File: config.mk
export PLATFORM = sky130hd
export DESIGN_NAME = toast_muldiv
export DESIGN_NICKNAME = d
export VERILOG_FILES = /design/src/rtl/toast_muldiv_pkg.sv /design/src/rtl/toast_muldiv_step.sv /design/src/rtl/toast_muldiv.sv
export SDC_FILE = /design/constraint.sdc
export NUM_CORES = 1
export LEC_CHECK = 0
export ABC_AREA = 1
export BUFFER_PORTS_ARGS = -buffer_cell sky130_fd_sc_hd__buf_4
export CORE_ASPECT_RATIO = 1.5
export CORE_MARGIN = 1.5
export CORE_UTILIZATION = 50
export DETAILED_ROUTE_END_ITERATION = 7
export PLACE_DENSITY = 0.66
export SLEW_MARGIN = 40
export SYNTH_ARGS = -nofsm -noshare
export SYNTH_HDL_FRONTEND = slang
export SYNTH_SLANG_ARGS = --single-unit
File: constraint.sdc
create_clock -name clk_i -period 7.73 [get_ports clk_i]
set_clock_uncertainty 0.05 [all_clocks]
set_input_delay 1.1595 -clock clk_i [delete_from_list [all_inputs] [get_ports clk_i]]
set_output_delay 1.1595 -clock clk_i [all_outputs]
set_load 0.01 [all_outputs]
File: src/rtl/toast_muldiv_pkg.sv
// rtl/toast_muldiv_pkg.sv - shared M-extension encodings, muldiv FSM states and op helpers
package toast_muldiv_pkg;

  localparam logic [6:0] OPCODE_OP     = 7'b0110011;
  localparam logic [6:0] FUNCT7_MULDIV = 7'b0000001;

  localparam logic [2:0] MD_MUL    = 3'b000;
  localparam logic [2:0] MD_MULH   = 3'b001;
  localparam logic [2:0] MD_MULHSU = 3'b010;
  localparam logic [2:0] MD_MULHU  = 3'b011;
  localparam logic [2:0] MD_DIV    = 3'b100;
  localparam logic [2:0] MD_DIVU   = 3'b101;
  localparam logic [2:0] MD_REM    = 3'b110;
  localparam logic [2:0] MD_REMU   = 3'b111;

  typedef enum logic [1:0] {
    MD_IDLE = 2'd0,
    MD_CALC = 2'd1,
    MD_FIX  = 2'd2,
    MD_DONE = 2'd3
  } md_state_t;

  // Decoder steering: an OP-class instruction with funct7 0000001 belongs to this unit.
  function automatic logic md_decode_hit(input logic [6:0] opcode, input logic [6:0] funct7);
    return (opcode == OPCODE_OP) && (funct7 == FUNCT7_MULDIV);
  endfunction

  function automatic logic md_is_div(input logic [2:0] op);
    return op[2];
  endfunction

  function automatic logic md_is_rem(input logic [2:0] op);
    return op[2] & op[1];
  endfunction

  function automatic logic md_op1_signed(input logic [2:0] op);
    return (op == MD_MULH) || (op == MD_MULHSU) || (op == MD_DIV) || (op == MD_REM);
  endfunction

  function automatic logic md_op2_signed(input logic [2:0] op);
    return (op == MD_MULH) || (op == MD_DIV) || (op == MD_REM);
  endfunction

endpackage

File: src/rtl/toast_muldiv_step.sv
// rtl/toast_muldiv_step.sv - one UNROLL-wide iteration slice: shift-add multiply or restoring divide
module toast_muldiv_step #(
  parameter int XLEN   = 32,
  parameter int UNROLL = 1
) (
  input  logic            i_div,
  input  logic [XLEN-1:0] i_hi,
  input  logic [XLEN-1:0] i_lo,
  input  logic [XLEN-1:0] i_b,
  output logic [XLEN-1:0] o_hi,
  output logic [XLEN-1:0] o_lo
);

  logic [XLEN-1:0] w_hi;
  logic [XLEN-1:0] w_lo;
  logic [XLEN:0]   w_t;

  // Multiply: {hi,lo} holds partial product above the not-yet-consumed multiplier bits.
  // Divide: hi is the partial remainder, lo shifts dividend bits out and quotient bits in.
  always_comb begin
    w_hi = i_hi;
    w_lo = i_lo;
    w_t  = '0;
    for (int k = 0; k < UNROLL; k++) begin
      if (i_div) begin
        w_t  = {w_hi, w_lo[XLEN-1]};
        w_lo = {w_lo[XLEN-2:0], 1'b0};
        if (w_t >= {1'b0, i_b}) begin
          w_t     = w_t - {1'b0, i_b};
          w_lo[0] = 1'b1;
        end
        w_hi = w_t[XLEN-1:0];
      end else begin
        w_t  = {1'b0, w_hi} + (w_lo[0] ? {1'b0, i_b} : '0);
        w_lo = {w_t[0], w_lo[XLEN-1:1]};
        w_hi = w_t[XLEN:1];
      end
    end
    o_hi = w_hi;
    o_lo = w_lo;
  end

endmodule

File: src/rtl/toast_muldiv.sv
// rtl/toast_muldiv.sv - iterative RV32 M-extension multiply/divide unit with valid/ready and flush
module toast_muldiv
  import toast_muldiv_pkg::*;
#(
  parameter int XLEN   = 32,
  parameter int UNROLL = 1
) (
  input  logic            clk_i,
  input  logic            resetn_i,
  input  logic            valid_i,
  output logic            ready_o,
  input  logic [2:0]      op_i,
  input  logic [XLEN-1:0] op1_i,
  input  logic [XLEN-1:0] op2_i,
  input  logic            kill_i,
  output logic            valid_o,
  input  logic            ready_i,
  output logic [XLEN-1:0] result_o,
  output logic            busy_o
);

  localparam int N  = XLEN / UNROLL;
  localparam int CW = $clog2(N + 1);
  localparam logic [XLEN-1:0] MOST_NEG = {1'b1, {(XLEN-1){1'b0}}};

  md_state_t       r_state, w_state_nxt;
  logic [CW-1:0]   r_cnt;
  logic [2:0]      r_op;
  logic [XLEN-1:0] r_hi, r_lo, r_b, r_result;
  logic            r_neg_a, r_neg_b;

  logic            w_accept, w_last;
  logic            w_neg1, w_neg2, w_div0, w_ovf, w_fast;
  logic [XLEN-1:0] w_abs1, w_abs2, w_fast_res;
  logic [XLEN-1:0] w_step_hi, w_step_lo;
  logic [2*XLEN-1:0] w_prod, w_prod_s;
  logic [XLEN-1:0] w_quo, w_rem, w_fix_res;

  assign ready_o  = (r_state == MD_IDLE);
  assign valid_o  = (r_state == MD_DONE);
  assign busy_o   = (r_state != MD_IDLE);
  assign result_o = r_result;

  assign w_accept = valid_i & ready_o & ~kill_i;
  assign w_last   = (r_cnt == CW'(N - 1));

  // Operands are latched as magnitudes; signs are restored in FIX.
  assign w_neg1 = md_op1_signed(op_i) & op1_i[XLEN-1];
  assign w_neg2 = md_op2_signed(op_i) & op2_i[XLEN-1];
  assign w_abs1 = w_neg1 ? -op1_i : op1_i;
  assign w_abs2 = w_neg2 ? -op2_i : op2_i;

  assign w_div0 = md_is_div(op_i) && (op2_i == '0);
  assign w_ovf  = md_is_div(op_i) && md_op1_signed(op_i) &&
                  (op1_i == MOST_NEG) && (op2_i == '1);
  assign w_fast = w_div0 | w_ovf;

  always_comb begin
    w_fast_res = '0;
    if (w_div0) begin
      w_fast_res = md_is_rem(op_i) ? op1_i : '1;
    end else begin
      w_fast_res = md_is_rem(op_i) ? '0 : op1_i;
    end
  end

  toast_muldiv_step #(
    .XLEN   (XLEN),
    .UNROLL (UNROLL)
  ) u_step (
    .i_div (md_is_div(r_op)),
    .i_hi  (r_hi),
    .i_lo  (r_lo),
    .i_b   (r_b),
    .o_hi  (w_step_hi),
    .o_lo  (w_step_lo)
  );

  assign w_prod   = {r_hi, r_lo};
  assign w_prod_s = (r_neg_a ^ r_neg_b) ? -w_prod : w_prod;
  assign w_quo    = (r_neg_a ^ r_neg_b) ? -r_lo : r_lo;
  assign w_rem    = r_neg_a ? -r_hi : r_hi;

  always_comb begin
    w_fix_res = '0;
    case (r_op)
      MD_MUL:                      w_fix_res = w_prod_s[XLEN-1:0];
      MD_MULH, MD_MULHSU, MD_MULHU: w_fix_res = w_prod_s[2*XLEN-1:XLEN];
      MD_DIV, MD_DIVU:             w_fix_res = w_quo;
      default:                     w_fix_res = w_rem;
    endcase
  end

  always_comb begin
    w_state_nxt = r_state;
    case (r_state)
      MD_IDLE: if (w_accept) w_state_nxt = w_fast ? MD_DONE : MD_CALC;
      MD_CALC: if (w_last)   w_state_nxt = MD_FIX;
      MD_FIX:                w_state_nxt = MD_DONE;
      MD_DONE: if (ready_i)  w_state_nxt = MD_IDLE;
      default:               w_state_nxt = MD_IDLE;
    endcase
    if (kill_i) w_state_nxt = MD_IDLE;
  end

  always_ff @(posedge clk_i or negedge resetn_i) begin
    if (!resetn_i) begin
      r_state  <= MD_IDLE;
      r_cnt    <= '0;
      r_op     <= MD_MUL;
      r_hi     <= '0;
      r_lo     <= '0;
      r_b      <= '0;
      r_neg_a  <= 1'b0;
      r_neg_b  <= 1'b0;
      r_result <= '0;
    end else begin
      r_state <= w_state_nxt;
      if (w_accept) begin
        r_op    <= op_i;
        r_cnt   <= '0;
        r_hi    <= '0;
        r_lo    <= w_abs1;
        r_b     <= w_abs2;
        r_neg_a <= w_neg1;
        r_neg_b <= w_neg2;
        if (w_fast) r_result <= w_fast_res;
      end
      if (r_state == MD_CALC) begin
        r_hi  <= w_step_hi;
        r_lo  <= w_step_lo;
        r_cnt <= r_cnt + CW'(1);
      end
      if ((r_state == MD_FIX) && !kill_i) r_result <= w_fix_res;
    end
  end

endmodule

Yosys cells after proc, flatten, opt, wreduce, memory -nomap -nowiden --
Cells that the tools add are included.
Operators by class: multiply operators 0, div/mod/pow operators 0, $add $sub $neg 8, magnitude comparators 1, reductions and logical operators 22, mux-type cells 29, bitwise logic cells 8, eq/ne operators 18, shift operators 0
Operators with widths (count):
- $mux W32 | 18
- $neg A32 Y32 | 4
- $pmux W32 S3 | 1
- $eq A32 B32 Y1 const B | 2
- $mux W64 | 1
- $neg A64 Y64 | 1
- $add A32 B32 Y33 | 1
- $ge A33 B32 Y1 | 1
- $logic_not A32 Y1 | 1
- $sub A32 B32 Y32 | 1
- $eq A3 B3 Y1 const B | 4
- $mux W6 | 2
- $mux W2 | 5
- $eq A3 B2 Y1 const B | 3
- $pmux W2 S4 | 1
- $reduce_bool A2 Y1 | 4
- $add A6 B1 Y6 const B | 1
- $eq A3 B1 Y1 const B | 2
- $eq A6 B5 Y1 const B | 1
- $and A1 B1 Y1 | 5
- $logic_and A1 B1 Y1 | 5
- $logic_or A1 B1 Y1 | 5
- $eq A2 B2 Y1 const B | 2
- $logic_not A3 Y1 | 1
- 14 further kinds | 14
Word-level totals: memory bits (writable) 0, output and inout port bits 35, bits in read-only memories 0, bits in latches 0, bits in registers 141, memories 0, input bits 72, logic and storage cells 95

Longest topological paths before layout --
word-level depth 12, depth in mapped cells 21, gate-level depth less buffers 19

Hierarchy --
From an unflattened synthesis, not the netlist that was laid out.
Unflattened totals: cells, all modules 3173, area total of the unflattened synthesis 17755.8 sq um
Modules (own cells, without submodules):
- toast_muldiv | area each 11591.1 sq um, sequential area each 3528.4 sq um, cells an instance 1899, instances 1
- toast_muldiv_step | area each 6164.7 sq um, sequential area each 0.0 sq um, cells an instance 1274, instances 1

Worst setup path after synthesis --
OpenSTA, ideal clock, no wires.
path kind input port to flip-flop, start input op2_i[1], end register r_result[28] (netlist: result_o[28]), slack 4987 ps, cell stages on the path 14, path buffers 1, setup time 120 ps, arrival time 2573 ps, required time 7560 ps, cells stage by stage inv_1 -> ha_1 -> inv_1 -> nor3_2 -> nand2_2 -> nor2_4 -> nand2_1 -> nor2_1 -> nand2_2 -> nand3_2 -> nand2_4 -> buf_2 -> nor2_1 -> a21oi_2
Between the ends: longest elaborated chain between the ends 6, elaborated cells between the ends (all ways) 11, classes of those cells 1 x eq/ne; 4 x mux; 1 x bitwise; 5 x reduce/logical
Ends and longest elaborated chain:
- start, declared | RTL line toast_muldiv.sv:14 | input logic [XLEN-1:0] op2_i,
- $logic_not A32 Y1 | RTL line toast_muldiv.sv:53 | assign w_div0 = md_is_div(op_i) && (op2_i == '0);
- $logic_and A1 B1 Y1 | RTL line toast_muldiv.sv:53
- $mux W32 | RTL line toast_muldiv.sv:60 | if (w_div0) begin
- $mux W32 | RTL line toast_muldiv.sv:127 | if (w_fast) r_result <= w_fast_res;
- $mux W32 | RTL line toast_muldiv.sv:119 | if (w_accept) begin
- $mux W32 | RTL line toast_muldiv.sv:134 | if ((r_state == MD_FIX) && !kill_i) r_result <= w_fix_res;
- end signal, assigned | RTL line toast_muldiv.sv:127
- end signal, assigned | RTL line toast_muldiv.sv:134
- end, declared | RTL line toast_muldiv.sv:29 | logic [XLEN-1:0] r_hi, r_lo, r_b, r_result;
Parallel ways exist; a longest one is shown, timed or not. The select of a mux whose other input is x is not followed. A chain may end at the register's enable or synchronous reset.

Final worst setup path --
start input op2_i[1], end register r_result[19] (netlist: result_o[19])
Same word-level chain as after synthesis.

==> run_results.csv <==
group,metric,value,unit
floorplanning,dieWidth,157.8,um
logic_synthesis,syn_avg_cell_area,5.503,um2
outcome,status,"finished, violations left",
final_layout,syn2layout_area_growth,9.603,%
sta,slew_headroom,39.06,%
drt,met2WireLength,40220,um
cts,cts_root_buf,"clkbuf_16",
drt,wl,89440,um
cts,worstSkewPairLatency,460,ps
final_layout,final_cells,3799,
cts,ctsHoldBuffers,0,
power,power.leakage,10.68,nW
power,power_density,504.5,nW/um2
sta,fin_tns_setup,0,ps
final_layout,utilization,55.93,%
global_routing,grt_pass1_wl,132400,um
critical_path,cp-end-kind,"register",
logic_synthesis,ys_top_cells_by_count,"nand2_1, inv_1, nor2_1",
floorplanning,initial_utilization,51.03,%
logic_synthesis,yosysTopAreaCell,"nand2_1",
logic_synthesis,synth_most_common_cell,"nand2_1",
logic_synthesis,async_flop_share,100.0,%
cts,cts_tree,"yes",
drt,drt_pre_antenna_iters,8,
logic_synthesis,ys_ff_latch,141,
critical_path,arrival,4160,ps
drt,ant_nets,0,
cts,numCtsBuffers,17,
critical_path,critPathKind,"input port to register",
drt,route.vias.total,22739,
logic_synthesis,yosysTopAreaCellShare,23.59,%
place,port-buffer-count,106,
logic_synthesis,synth_warnings,0,
cts,htreeDepth,4,
drt,wl_met3,8614,um
cts,clkTransAtPathRegs,70,ps
logic_synthesis,synth_cells,3265,
sta,timing.fmax,261.7,MHz
drt,routedWlPerCell,23.54,um
critical_path,start_kind,"input port",
power,total_power,9.935,mW
logic_synthesis,synthDistinctLibCells,50,
outcome,violations,"DRC",
place,dp.cells,3760,
critical_path,crit_fanout,36,
logic_synthesis,synth_nets,3413,
sta,setup_ws,3909,ps
global_routing,grt-ovfl-total,0,
final_layout,layout-drive-gt1-share,6.805,%
power,vdd_drop_max,228.6,uV
floorplanning,core_area,35210,um2
drt,top_layer_used,"met5",
drt,wl_met1,28240,um
sta,finalSetupViolCount,0,
logic_synthesis,synth_edf_count,0,
global_routing,antenna_found_initial,9,
sta,slew_violations,0,
floorplanning,placement_rows,84,
flow_run,max_cap_viol_count,0,
logic_synthesis,ys_seq_area_share,19.64,%
floorplanning,io_pins,107,
sta,period_minus_slack,3821,ps
sta,rsz0062_at_grt,"no",
place,place_ws,3549,ps
cts,post_cts_buffers,0,
final_layout,nets,3456,
hold_path,hold_path_class,"register to register",
logic_synthesis,synth_area,17970,um2
cts,clk_path_buf_depth,2,
global_routing,grt_use_total,48.79,%
sta,tightest_slew,914.1,ps
global_routing,grt_max_degree,77,
drt,remaining_drc_errors,10,
floorplanning,dieArea,37100,um2
floorplanning,chipHeight,235.2,um
place,hpwlAfterDp,68060,um
logic_synthesis,synth_area_leaders,"nand2_1, dfrtp_1, inv_1",
cts,post_cts_resized,0,
final_layout,fill_cells,3707,
place,globalplace.congestion,1.097,
critical_path,cp.required,8070,ps
cts,numClockSinks,141,
sta,hold_violations,0,
sta,timing.final.crit_share,49.43,%
global_routing,grt_pass1_vias,21639,
logic_synthesis,synth-main-ff-cell,"dfrtp_1",
drt,via_per_inst,5.986,
drt,initialDrtViolationCount,2571,
power by group:
| part | switching, mW | internal (mW) |
|---|---|---|
| clock | 0.420 | 0.495 |
| combinational | 5.24 | 2.09 |
| sequential | 0.604 | 1.08 |
stage by stage:
stage	area [um2]	hold WS (ps)
after floorplan	17970	424.6
after global placement	19030	423.4
after detailed placement	19040	419.1
after CTS	19660	437.2
after global routing	19680	467.0
final	19690	437.7
cell usage in the layout (no fill, tap or decap), types with 3 or more instances in the layout:
master	instances
a21o_1	4
a21oi_1	169
a21oi_2	5
a31oi_1	25
and2_1	7
buf_4	124
clkbuf_16	17
dfrtp_1	140
diode_2	5
ha_1	74
inv_1	443
inv_2	9
inv_6	5
inv_8	5
nand2_1	1129
nand2_2	8
nand3_1	321
nand3_2	5
nand3b_1	33
nand4_1	39
nor2_1	389
nor2_2	12
nor2_4	4
nor3_1	22
nor3_2	4
nor4_1	3
o211ai_1	10
o21ai_0	185
o21ai_1	18
o21bai_1	12
o22ai_1	4
or2_2	5
xnor2_1	23
xor2_1	38
worst max-delay path, stage by stage:
cell and delay (ps):
buf_4 120, inv_1 150, ha_1 180, inv_1 50
nor3_2 180, nand2_2 110, nor2_4 140, nand2_1 110
nor2_1 320, nand2_2 480, nand3_2 260, nand2_4 250
inv_2 380, nor2_1 80, a21oi_1 150
kinds of logic after synthesis:
group / synth area share [%]
AO/OA/AOI/OAI: 13.11
buffers and inverters: 12.28
XOR/XNOR: 3.071
AND/OR/NAND/NOR: 46.52
flip-flops: 19.64
adder cells (fa/ha/maj): 5.376
area by class of cell:
class / instances / area (um2) / area share [%]
multi-input cells: 2567 / 12270 / 62.30
well taps: 473 / 591.8 / 3.005
clock inverters: 15 / 193.9 / 0.9848
diodes: 5 / 12.51 / 0.06354
flip-flops and latches: 141 / 3530 / 17.92
inverters: 453 / 1702 / 8.641
repair buffers: 128 / 968.4 / 4.918
clock buffers: 17 / 425.4 / 2.160
worst paths after layout:
kind | cells past startpoint | slack (ps) | end | from
max in group asynchronous | 2 | 5850 | r_op[2] | resetn_i
min in group asynchronous | 1 | 680 | r_lo[19] | resetn_i
worst min register to register | 2 | 440 | result_o[13] | result_o[13]
worst max register to register | 18 | 4100 | r_hi[27] | r_lo[0]
worst min-delay path | 2 | 440 | result_o[13] | result_o[13]
worst max-delay path | 15 | 3910 | result_o[19] | op2_i[1]
layer usage:
layer  global-route usage (%)  up-vias
li1                         -    10463
met1                    46.51    10233
met2                    76.69     1428
met3                    17.23      607
met4                    53.72        8
met5                        0        -
state kept, by name (all words and copies together) (netlist names):
register	cells
r_hi	32
result_o	32
r_b	32
r_cnt	6
r_lo	32
r_neg_a	1
r_state	2
r_neg_b	1
r_op	3
(Power assumes the default switching activity.)
